## src/rtl/serial_adder_pkg.sv

```systemverilog
// Shared definitions for the serial adder: FSM encoding and digit-counter sizing.
package serial_adder_pkg;

    typedef enum logic [1:0] {
        ST_IDLE = 2'd0,
        ST_RUN  = 2'd1,
        ST_DONE = 2'd2
    } state_t;

    // Counter width for n digits; never narrower than one bit.
    function automatic int cnt_width(input int n);
        return (n <= 1) ? 1 : $clog2(n);
    endfunction

endpackage

```

## src/rtl/serial_adder_digit_adder.sv

```systemverilog
// Combinational DIGIT-bit ripple chain of full-adder cells.
// Also exposes the carry into the top bit for signed-overflow detection.
module digit_adder #(
    parameter int DIGIT = 1
) (
    input  logic [DIGIT-1:0] x,
    input  logic [DIGIT-1:0] y,
    input  logic             ci,
    output logic [DIGIT-1:0] s,
    output logic             co,
    output logic             c_msb
);

    logic c;

    always_comb begin
        s     = '0;
        c     = ci;
        c_msb = ci;
        for (int i = 0; i < DIGIT; i++) begin
            if (i == DIGIT - 1) begin
                c_msb = c;
            end
            s[i] = x[i] ^ y[i] ^ c;
            c    = (x[i] & y[i]) | (c & (x[i] ^ y[i]));
        end
        co = c;
    end

endmodule

```

## src/rtl/serial_adder.sv

```systemverilog
// Multi-cycle WIDTH-bit adder, DIGIT bits per clock; SERIAL_ADDER_SUB_EN adds a sub input for a - b.
// Latency: done pulses WIDTH/DIGIT edges after the accepted start edge.
// Backpressure: none; start is ignored while busy, accepted in IDLE or DONE (back-to-back).
module serial_adder
    import serial_adder_pkg::*;
#(
    parameter int WIDTH = 8,
    parameter int DIGIT = 1
) (
    input  logic             clk,
    input  logic             rst,
    input  logic             start,
    input  logic [WIDTH-1:0] a,
    input  logic [WIDTH-1:0] b,
    input  logic             cin,
`ifdef SERIAL_ADDER_SUB_EN
    input  logic             sub,
`endif
    output logic             busy,
    output logic             done,
    output logic [WIDTH-1:0] sum,
    output logic             cout,
    output logic             overflow
);

    localparam int N  = WIDTH / DIGIT;
    localparam int CW = cnt_width(N);

    state_t           state_q, state_d;
    logic [WIDTH-1:0] a_sh_q, a_sh_d;
    logic [WIDTH-1:0] b_sh_q, b_sh_d;
    logic             carry_q, carry_d;
    logic [CW-1:0]    cnt_q, cnt_d;
    logic [WIDTH-1:0] sum_q, sum_d;
    logic             cout_q, cout_d;
    logic             ovf_q, ovf_d;

    logic [WIDTH-1:0] b_load;
    logic             cin_load;

`ifdef SERIAL_ADDER_SUB_EN
    // Two's-complement subtraction: invert b and inject a carry of one.
    assign b_load   = sub ? ~b : b;
    assign cin_load = sub | cin;
`else
    assign b_load   = b;
    assign cin_load = cin;
`endif

    logic [DIGIT-1:0]       dig_s;
    logic                   dig_co;
    logic                   dig_cmsb;
    logic [WIDTH+DIGIT-1:0] sum_shift;

    digit_adder #(
        .DIGIT (DIGIT)
    ) u_digit_adder (
        .x     (a_sh_q[DIGIT-1:0]),
        .y     (b_sh_q[DIGIT-1:0]),
        .ci    (carry_q),
        .s     (dig_s),
        .co    (dig_co),
        .c_msb (dig_cmsb)
    );

    // New digit enters at the MSB end; after N digits the LSB digit has reached bit 0.
    assign sum_shift = {dig_s, sum_q};

    always_comb begin
        state_d = state_q;
        a_sh_d  = a_sh_q;
        b_sh_d  = b_sh_q;
        carry_d = carry_q;
        cnt_d   = cnt_q;
        sum_d   = sum_q;
        cout_d  = cout_q;
        ovf_d   = ovf_q;

        case (state_q)
            ST_IDLE, ST_DONE: begin
                if (start) begin
                    a_sh_d  = a;
                    b_sh_d  = b_load;
                    carry_d = cin_load;
                    cnt_d   = '0;
                    state_d = ST_RUN;
                end else begin
                    state_d = ST_IDLE;
                end
            end
            ST_RUN: begin
                sum_d   = sum_shift[WIDTH+DIGIT-1:DIGIT];
                a_sh_d  = a_sh_q >> DIGIT;
                b_sh_d  = b_sh_q >> DIGIT;
                carry_d = dig_co;
                cnt_d   = cnt_q + CW'(1);
                if (cnt_q == CW'(N - 1)) begin
                    cout_d  = dig_co;
                    ovf_d   = dig_cmsb ^ dig_co;
                    state_d = ST_DONE;
                end
            end
            default: begin
                state_d = ST_IDLE;
            end
        endcase
    end

    always_ff @(posedge clk or posedge rst) begin
        if (rst) begin
            state_q <= ST_IDLE;
            a_sh_q  <= '0;
            b_sh_q  <= '0;
            carry_q <= 1'b0;
            cnt_q   <= '0;
            sum_q   <= '0;
            cout_q  <= 1'b0;
            ovf_q   <= 1'b0;
        end else begin
            state_q <= state_d;
            a_sh_q  <= a_sh_d;
            b_sh_q  <= b_sh_d;
            carry_q <= carry_d;
            cnt_q   <= cnt_d;
            sum_q   <= sum_d;
            cout_q  <= cout_d;
            ovf_q   <= ovf_d;
        end
    end

    assign busy     = (state_q == ST_RUN);
    assign done     = (state_q == ST_DONE);
    assign sum      = sum_q;
    assign cout     = cout_q;
    assign overflow = ovf_q;

endmodule
```

## config.mk

```make
export PLATFORM = sky130hd
export DESIGN_NAME = serial_adder
export DESIGN_NICKNAME = d
export VERILOG_FILES = /design/src/rtl/serial_adder_pkg.sv /design/src/rtl/serial_adder_digit_adder.sv /design/src/rtl/serial_adder.sv
export SDC_FILE = /design/constraint.sdc
export NUM_CORES = 1
export LEC_CHECK = 0
export ABC_CLOCK_PERIOD_IN_PS = 1880
export BUFFER_PORTS_ARGS = -buffer_cell sky130_fd_sc_hd__buf_4
export CAP_MARGIN = 5
export CORE_ASPECT_RATIO = 0.8
export CORE_MARGIN = 2
export CORE_UTILIZATION = 36
export DETAILED_ROUTE_END_ITERATION = 8
export PLACE_DENSITY = 0.6
export SETUP_SLACK_MARGIN = 0.1
export SYNTH_ARGS = -nofsm -noshare
export SYNTH_HDL_FRONTEND = slang
export SYNTH_HIERARCHICAL = 1
export SYNTH_SLANG_ARGS = --single-unit
```

## constraint.sdc

```tcl
create_clock -name clk -period 1.88 [get_ports clk]
set_clock_uncertainty 0.1 [all_clocks]
set_input_delay 0.376 -clock clk [delete_from_list [all_inputs] [get_ports clk]]
set_output_delay 0.376 -clock clk [all_outputs]
set_load 0.02 [all_outputs]
```

==> results of run 1 <==
cell families (layout without fill, tap and decap cells):
kind of cell | after synthesis | after routing
simple gates | 60 | 60
flops | 32 | 32
compound gates | 25 | 25
buf+inv | 13 | 48
mux | 5 | 5
fa+ha+maj | 3 | 3
xor+xnor | 1 | 1
stage by stage:
stage | hold slack (ps) | setup slack, ps | power, W | instance area (µm²) | instances
global placement | 363 | 381 | 0.00259 | 1690 | 219
global route | 129 | 162 | 0.00347 | 1790 | 229
detailed placement | 385 | 348 | 0.00265 | 1690 | 219
finish | 90.3 | 220 | 0.00318 | 1790 | 229
CTS | 106 | 207 | 0.00323 | 1790 | 229
floorplan | 367 | 359 | 0.00223 | 1420 | 139
cells in the final DEF, fill, tap and decap left out:
master and n:
a21oi_1 4, a211oi_1 2, nor2b_1 4, nor3_1 12, nand2_1 24, nand3_1 2, mux2_4 1, inv_1 1
buf_4 38, ha_1 2, and3b_1 1, clkbuf_8 6, a22o_1 3, dfrtp_1 32, and2_4 1, xnor2_1 1
mux2i_1 3, o22ai_1 12, nand2b_1 2, clkbuf_1 2, nor2_1 14, o21ai_0 3, mux2_2 1, fa_1 1
a221o_1 1, inv_4 1
final cells by class:
type | instances | share of cell area
Clock buffer | 8 | 0.0502
Inverter | 2 | 0.00558
Tap cell | 55 | 0.0384
Timing Repair Buffer | 38 | 0.159
Multi-Input combinational cell | 94 | 0.301
Sequential cell | 32 | 0.446
final timing paths:
path / start / to / slack (ps) / cells after the start
worst max-delay path: state_q[0]$_DFFE_PP0P_ / done / 220 / 3
worst min register to register: sum[0]$_DFFE_PP0P_ / sum[0]$_DFFE_PP0P_ / 390 / 2
worst min-delay path: rst / sum[0]$_DFFE_PP0P_ / 90 / 3
worst max register to register: state_q[1]$_DFFE_PP0P_ / a_sh_q[5]$_DFFE_PP0P_ / 290 / 5
max in group asynchronous: rst / state_q[0]$_DFFE_PP0P_ / 1300 / 3
min in group clk: b[7] / b_sh_q[7]$_DFFE_PP0P_ / 230 / 2
flip-flops by register name (all words and copies together), names as in the netlist:
name / cells
a_sh_q: 8
b_sh_q: 8
carry_q: 1
cnt_q: 3
cout: 1
overflow: 1
state_q: 2
sum: 8
power by group through the flow:
stage	sequential (W)	combinational, W	clock, W
floorplan	0.00131	0.000912	0
global placement	0.00126	0.00133	0
detailed placement	0.00128	0.00137	0
CTS	0.00127	0.00141	0.000547
global route	0.00131	0.00158	0.000589
finish	0.00126	0.00139	0.000530
critical path: cells and delay by family, from the launching register on:
family,cells,cell delay [ps]
buffers and inverters,2,330
flip-flops,1,460
AND/OR/NAND/NOR,1,110
routing by layer:
metal,vias to the layer above,wire (µm),GRT usage
met3,2,164,0.0489
met4,0,12,0.0390
met2,29,1400,0.265
met5,-,0,0
met1,522,1430,0.191
li1,548,-,-
timing repair:
action,4_1_cts,5_1_grt
endpoints found under the hold margin,0,0
setup buffers,2,0
gates resized for setup,0,0
endpoints found under the setup margin,1,0
==> metrics, run 1 <==
outcome finished, final reports clean; Post-synth EDFFs 0; worst-path fanout max 9; Max H-tree Level 2; Final Max Tran Viols 0; Max-slew headroom 0.620; critical path launch point type register; vias in the first global route 1130; hold buffer count at CTS 0; Clock power frac 0.167; Area contributors post-synth dfrtp_1, nand2_1, o22ai_1; Ys Warns 6; fill count between 300 and 400; Hold Vio Cnt, Final 0; clock transition at the registers of the reported paths 60 ps; CP peak stage delay 460 ps; Unique masters post-synth 27; number of detailed-route iterations in the first pass 4; Remaining DRCs 0; post-route core utilization 0.475; Yosys reg bits 32; grt ovf 0; Initial DRC Count 12; Setup TNS Final 0 ps; CP max stage cell dfrtp_1; Pwr Density 1770 nW/µm²; total die area 4450 µm²; antenna viol nets, final 0; Overall Global Routing Usage 0.155; row count 20; RSZ-0062 raised after global routing false; die width approximately 74 µm; post-synth top area share 0.566; Min-Delay Path Class in -> async; internal power roughly 0.0020 W; first-pass GRT wire length 5.07 mm; Worst-Skew Late Latency 270 ps; register area ~800 µm²; largest net degree at the start of global routing 33; clock tree buffer depth 2; final net count between 150 and 200; RePlAce Congestion 0.792; via count roughly 1.1k; Worst VDD drop 0.676 mV; maxcap violations 0; Sequential Power Share 0.396; initial antenna violation count 0; clk sinks 32; mux cell area share after synthesis 0.0398; total CTS buffers 5; fmax 603 MHz; number of port buffers 31; Post-Route WL around 3.0 mm; WP data arrival 1180 ps; DPL Wire Length 2.07 mm; post-synth top area cell dfrtp_1; Inserted Diodes 0; CP Cell Sequence buf_4 -> nor2b_1 -> buf_4; xor/xnor cell area share of the yosys netlist 0.00619; Routed WL per cell 13.1 µm; Worst Setup Path Type reg -> out; Layout area overhead 26.8%; post-synthesis compound-gate area fraction 0.114; Final Cycle Share 0.883; sw power 0.00122 W; Synth top cells by count dfrtp_1, nand2_1, nor2_1, nor3_1, o22ai_1; Net Sw Frac 0.384; Least-Margin Pin Slew 571 ps; final worst path period need 1660 ps; initial core utilization 0.375; multi-input logic area 539 µm²; Synth Net Count 162; Avg Cell Area, Syn 10.2 µm²; CTS tree yes; Post-Syn Instances 139; crit path capture type output pin; vias per cell 4.81; # IOs 32; power share of the combinational group 0.437; Clock Tree Root clkbuf_8; Die H 60.1 µm; Critical Path RT roughly 1400 ps; post-synthesis simple-gate area fraction 0.189; top-count cell post-synth dfrtp_1; post-synthesis sequential area ratio 0.566; Lkg Pwr about 0.85 nW; Most used DFF post-synth dfrtp_1; core box area 3780 µm²; Post-synth ARST share 1.00; Critical Path Most Common Cell buf_4; largest family of logic cells by synthesized area simple AND/OR/NAND/NOR gates; Post-Synth Adder-Cell Area 0.0318; Setup Viol. Count Final 0; layout cell share with drive strength beyond 1 0.276; Synth Cell Area 1420 µm²
Power figures use the tool's default switching activity.
==> run 2: changes to the inputs <==
--- a/config.mk
+++ b/config.mk
@@ -11,6 +11,7 @@
 export CORE_ASPECT_RATIO = 0.8
 export CORE_MARGIN = 2
 export CORE_UTILIZATION = 36
+export CTS_BUF_LIST = sky130_fd_sc_hd__clkbuf_16
 export DETAILED_ROUTE_END_ITERATION = 8
 export PLACE_DENSITY = 0.6
 export SETUP_SLACK_MARGIN = 0.1
==> run 2 against run 1 <==
Against the previous run:
- setup slack worse by 39 ps
- cell count fell by 0.44%
- utilization up 1.2 points
- final area is 2.4% higher
- critical path type unchanged
- critical path depth did not move
- die area is the same
- global-route usage down 0.25 points
- non-clock buffer count shrank 1
- sequential cell count unchanged
- maximum frequency decreased by 2.3%
- count of clock-buffer cells in the layout down 3
- largest cell class unchanged
==> metrics, run 2 (synthesis gave the netlist of run 1 again) <==
Initial DRC Count 21 (+9); Overall Global Routing Usage 0.152 (-0.00252); Max-slew headroom 0.624 (+0.00438); row count 20 (unchanged); RR Endpoint a_sh_q[5]$_DFFE_PP0P_; number of detailed-route iterations in the first pass 4 (unchanged); CP Cell Sequence nand2b_1 -> clkinv_4 -> buf_4; initial core utilization 0.375 (unchanged); most frequent cells in the layout buf_4, dfrtp_1, nand2_1; Sequential Power Share 0.376 (-0.020); Layout area overhead 29.9%; Die H 60.1 µm (unchanged); Lkg Pwr 0.873 nW (+2.5%); Net Sw Frac 0.370 (-0.0149); via count 1099 (-0.18%); Final Cycle Share 0.904 (+0.0207); Critical Path Start state_q[1]$_DFFE_PP0P_; Hold Vio Cnt, Final 0 (unchanged); hold buffer count at CTS 0 (unchanged); critical path depth 3 (unchanged); first-pass GRT wire length 5.00 mm (-1.5%); CP bufs+invs 2 (unchanged); most common cell after layout, fill and taps aside buf_4; dpl cell area 1690 µm² (unchanged); Final Cell Area 1840 µm² (+2.4%); largest net degree at the start of global routing 33 (unchanged); DPL Wire Length 2.07 mm (unchanged); critical path launch point type register; CP max stage cell dfrtp_2; final worst path period need 1700 ps (+39.0 ps); Pwr Density 1840 nW/µm² (+3.5%); Setup Viol. Count Final 0 (unchanged); maxcap violations 0 (unchanged); total CTS buffers 5 (unchanged); Inserted Diodes 0 (unchanged); internal power 0.00213 W (+8.5%); number of port buffers 31 (unchanged); initial antenna violation count 0 (unchanged); layout cell share with drive strength beyond 1 0.277 (+0.00159); Worst setup endpoint busy; Post-Route WL 2.96 mm (-1.3%); worst r2r path cells 4 (-1); CTS tree yes; Worst-Skew Late Latency 270 ps (about the same); Min-Delay Path Class in -> async; final net count 195 (-0.51%); core box area 3780 µm² (unchanged); final hold slack 98.5 ps (+8.24 ps); CP top delay family flip-flops; crit path capture type output pin; Worst Setup Path Type reg -> out; Clock power frac 0.218 (+0.051); Worst VDD drop 0.646 mV (-4.4%); # IOs 32 (unchanged); sw power 0.00125 W (+1.9%); fmax 589 MHz (-2.3%); RSZ-0062 raised after global routing false; outcome finished, final reports clean; antenna viol nets, final 0 (unchanged); clock tree buffer depth 2 (unchanged); CP peak stage delay 410 ps (-50 ps); r2r startpoint state_q[1]$_DFFE_PP0P_; grt ovf 0 (unchanged); Max H-tree Level 2 (unchanged); Routed WL per cell 13.0 µm (-0.87%); R2R setup slack 340 ps (+50 ps); Critical Path RT 1400 ps (about the same); die width 74.1 µm (unchanged); clock transition at the registers of the reported paths 50 ps (about the same); Clock Tree Root clkbuf_16; power share of the combinational group 0.407 (-0.030); fill count 365 (-1.6%); Setup TNS Final 0 ps (unchanged); total power 0.00337 W (+6.0%); total die area 4450 µm² (unchanged); vias in the first global route 1121 (-0.80%); vias per cell 4.82 (+0.26%); RePlAce Congestion 0.792 (unchanged); WP data arrival 1220 ps (+40 ps); clk sinks 32 (unchanged); worst-path fanout max 17 (+8); Final Max Tran Viols 0 (unchanged); Least-Margin Pin Slew 564 ps (-6.57 ps); post-route core utilization 0.486 (+0.0116); Remaining DRCs 0 (unchanged)
run 2: power by group through the flow:
stage	Clock [W]	Sequential (W)	Combinational [W]
after floorplan	0	0.00131	0.000912
after global placement	0	0.00126	0.00133
after detailed placement	0	0.00128	0.00137
after CTS	0.000751	0.00127	0.00137
after global routing	0.000785	0.00131	0.00155
final	0.000734	0.00127	0.00137
run 2: routing by layer:
metal	wire, µm	GRT usage
met1	1410	0.181
met2	1380	0.268
met3	161	0.0489
met4	13	0.0390
met5	0	0
run 2: worst reg2reg max path: cells and delay by family (launching register included):
| kind | cells | cell delay [ps] |
|---|---|---|
| AO/OA/AOI/OAI | 1 | 350 |
| buffers and inverters | 2 | 350 |
| flip-flops | 1 | 410 |
| AND/OR/NAND/NOR | 1 | 200 |
run 2: worst min-delay path by stage:
stage               slack [ps]                     to  cells after the start
global route               150     sum[3]$_DFFE_PP0P_                      3
floorplan                  370  b_sh_q[7]$_DFFE_PP0P_                      1
CTS                        120     sum[1]$_DFFE_PP0P_                      3
finish                     100  b_sh_q[0]$_DFFE_PP0P_                      3
global placement           360     sum[0]$_DFFE_PP0P_                      2
detailed placement         390     sum[0]$_DFFE_PP0P_                      2
run 2: repair_timing:
| action | in CTS | in global routing |
|---|---|---|
| resized for setup | 0 | 3 |
| buffers inserted | 0 | 1 |
| setup endpoints to repair | 0 | 1 |
run 2: cell type report:
cell class	count	area (µm²)	area share
timing repair buffer	37	278	0.151
tap	55	68.8	0.0374
clock buffer	5	125	0.0681
inverter	2	12.5	0.00681
clock inverter	3	11.3	0.00613
sequential	32	803	0.437
multi-input combinational	94	539	0.293
run 2: stage by stage:
step           worst slack, ps  instances
6_report                   181        228
3_3_place_gp               381        219
5_1_grt                    118        228
3_5_place_dp               348        219
2_1_floorplan              359        139
4_1_cts                    113        227
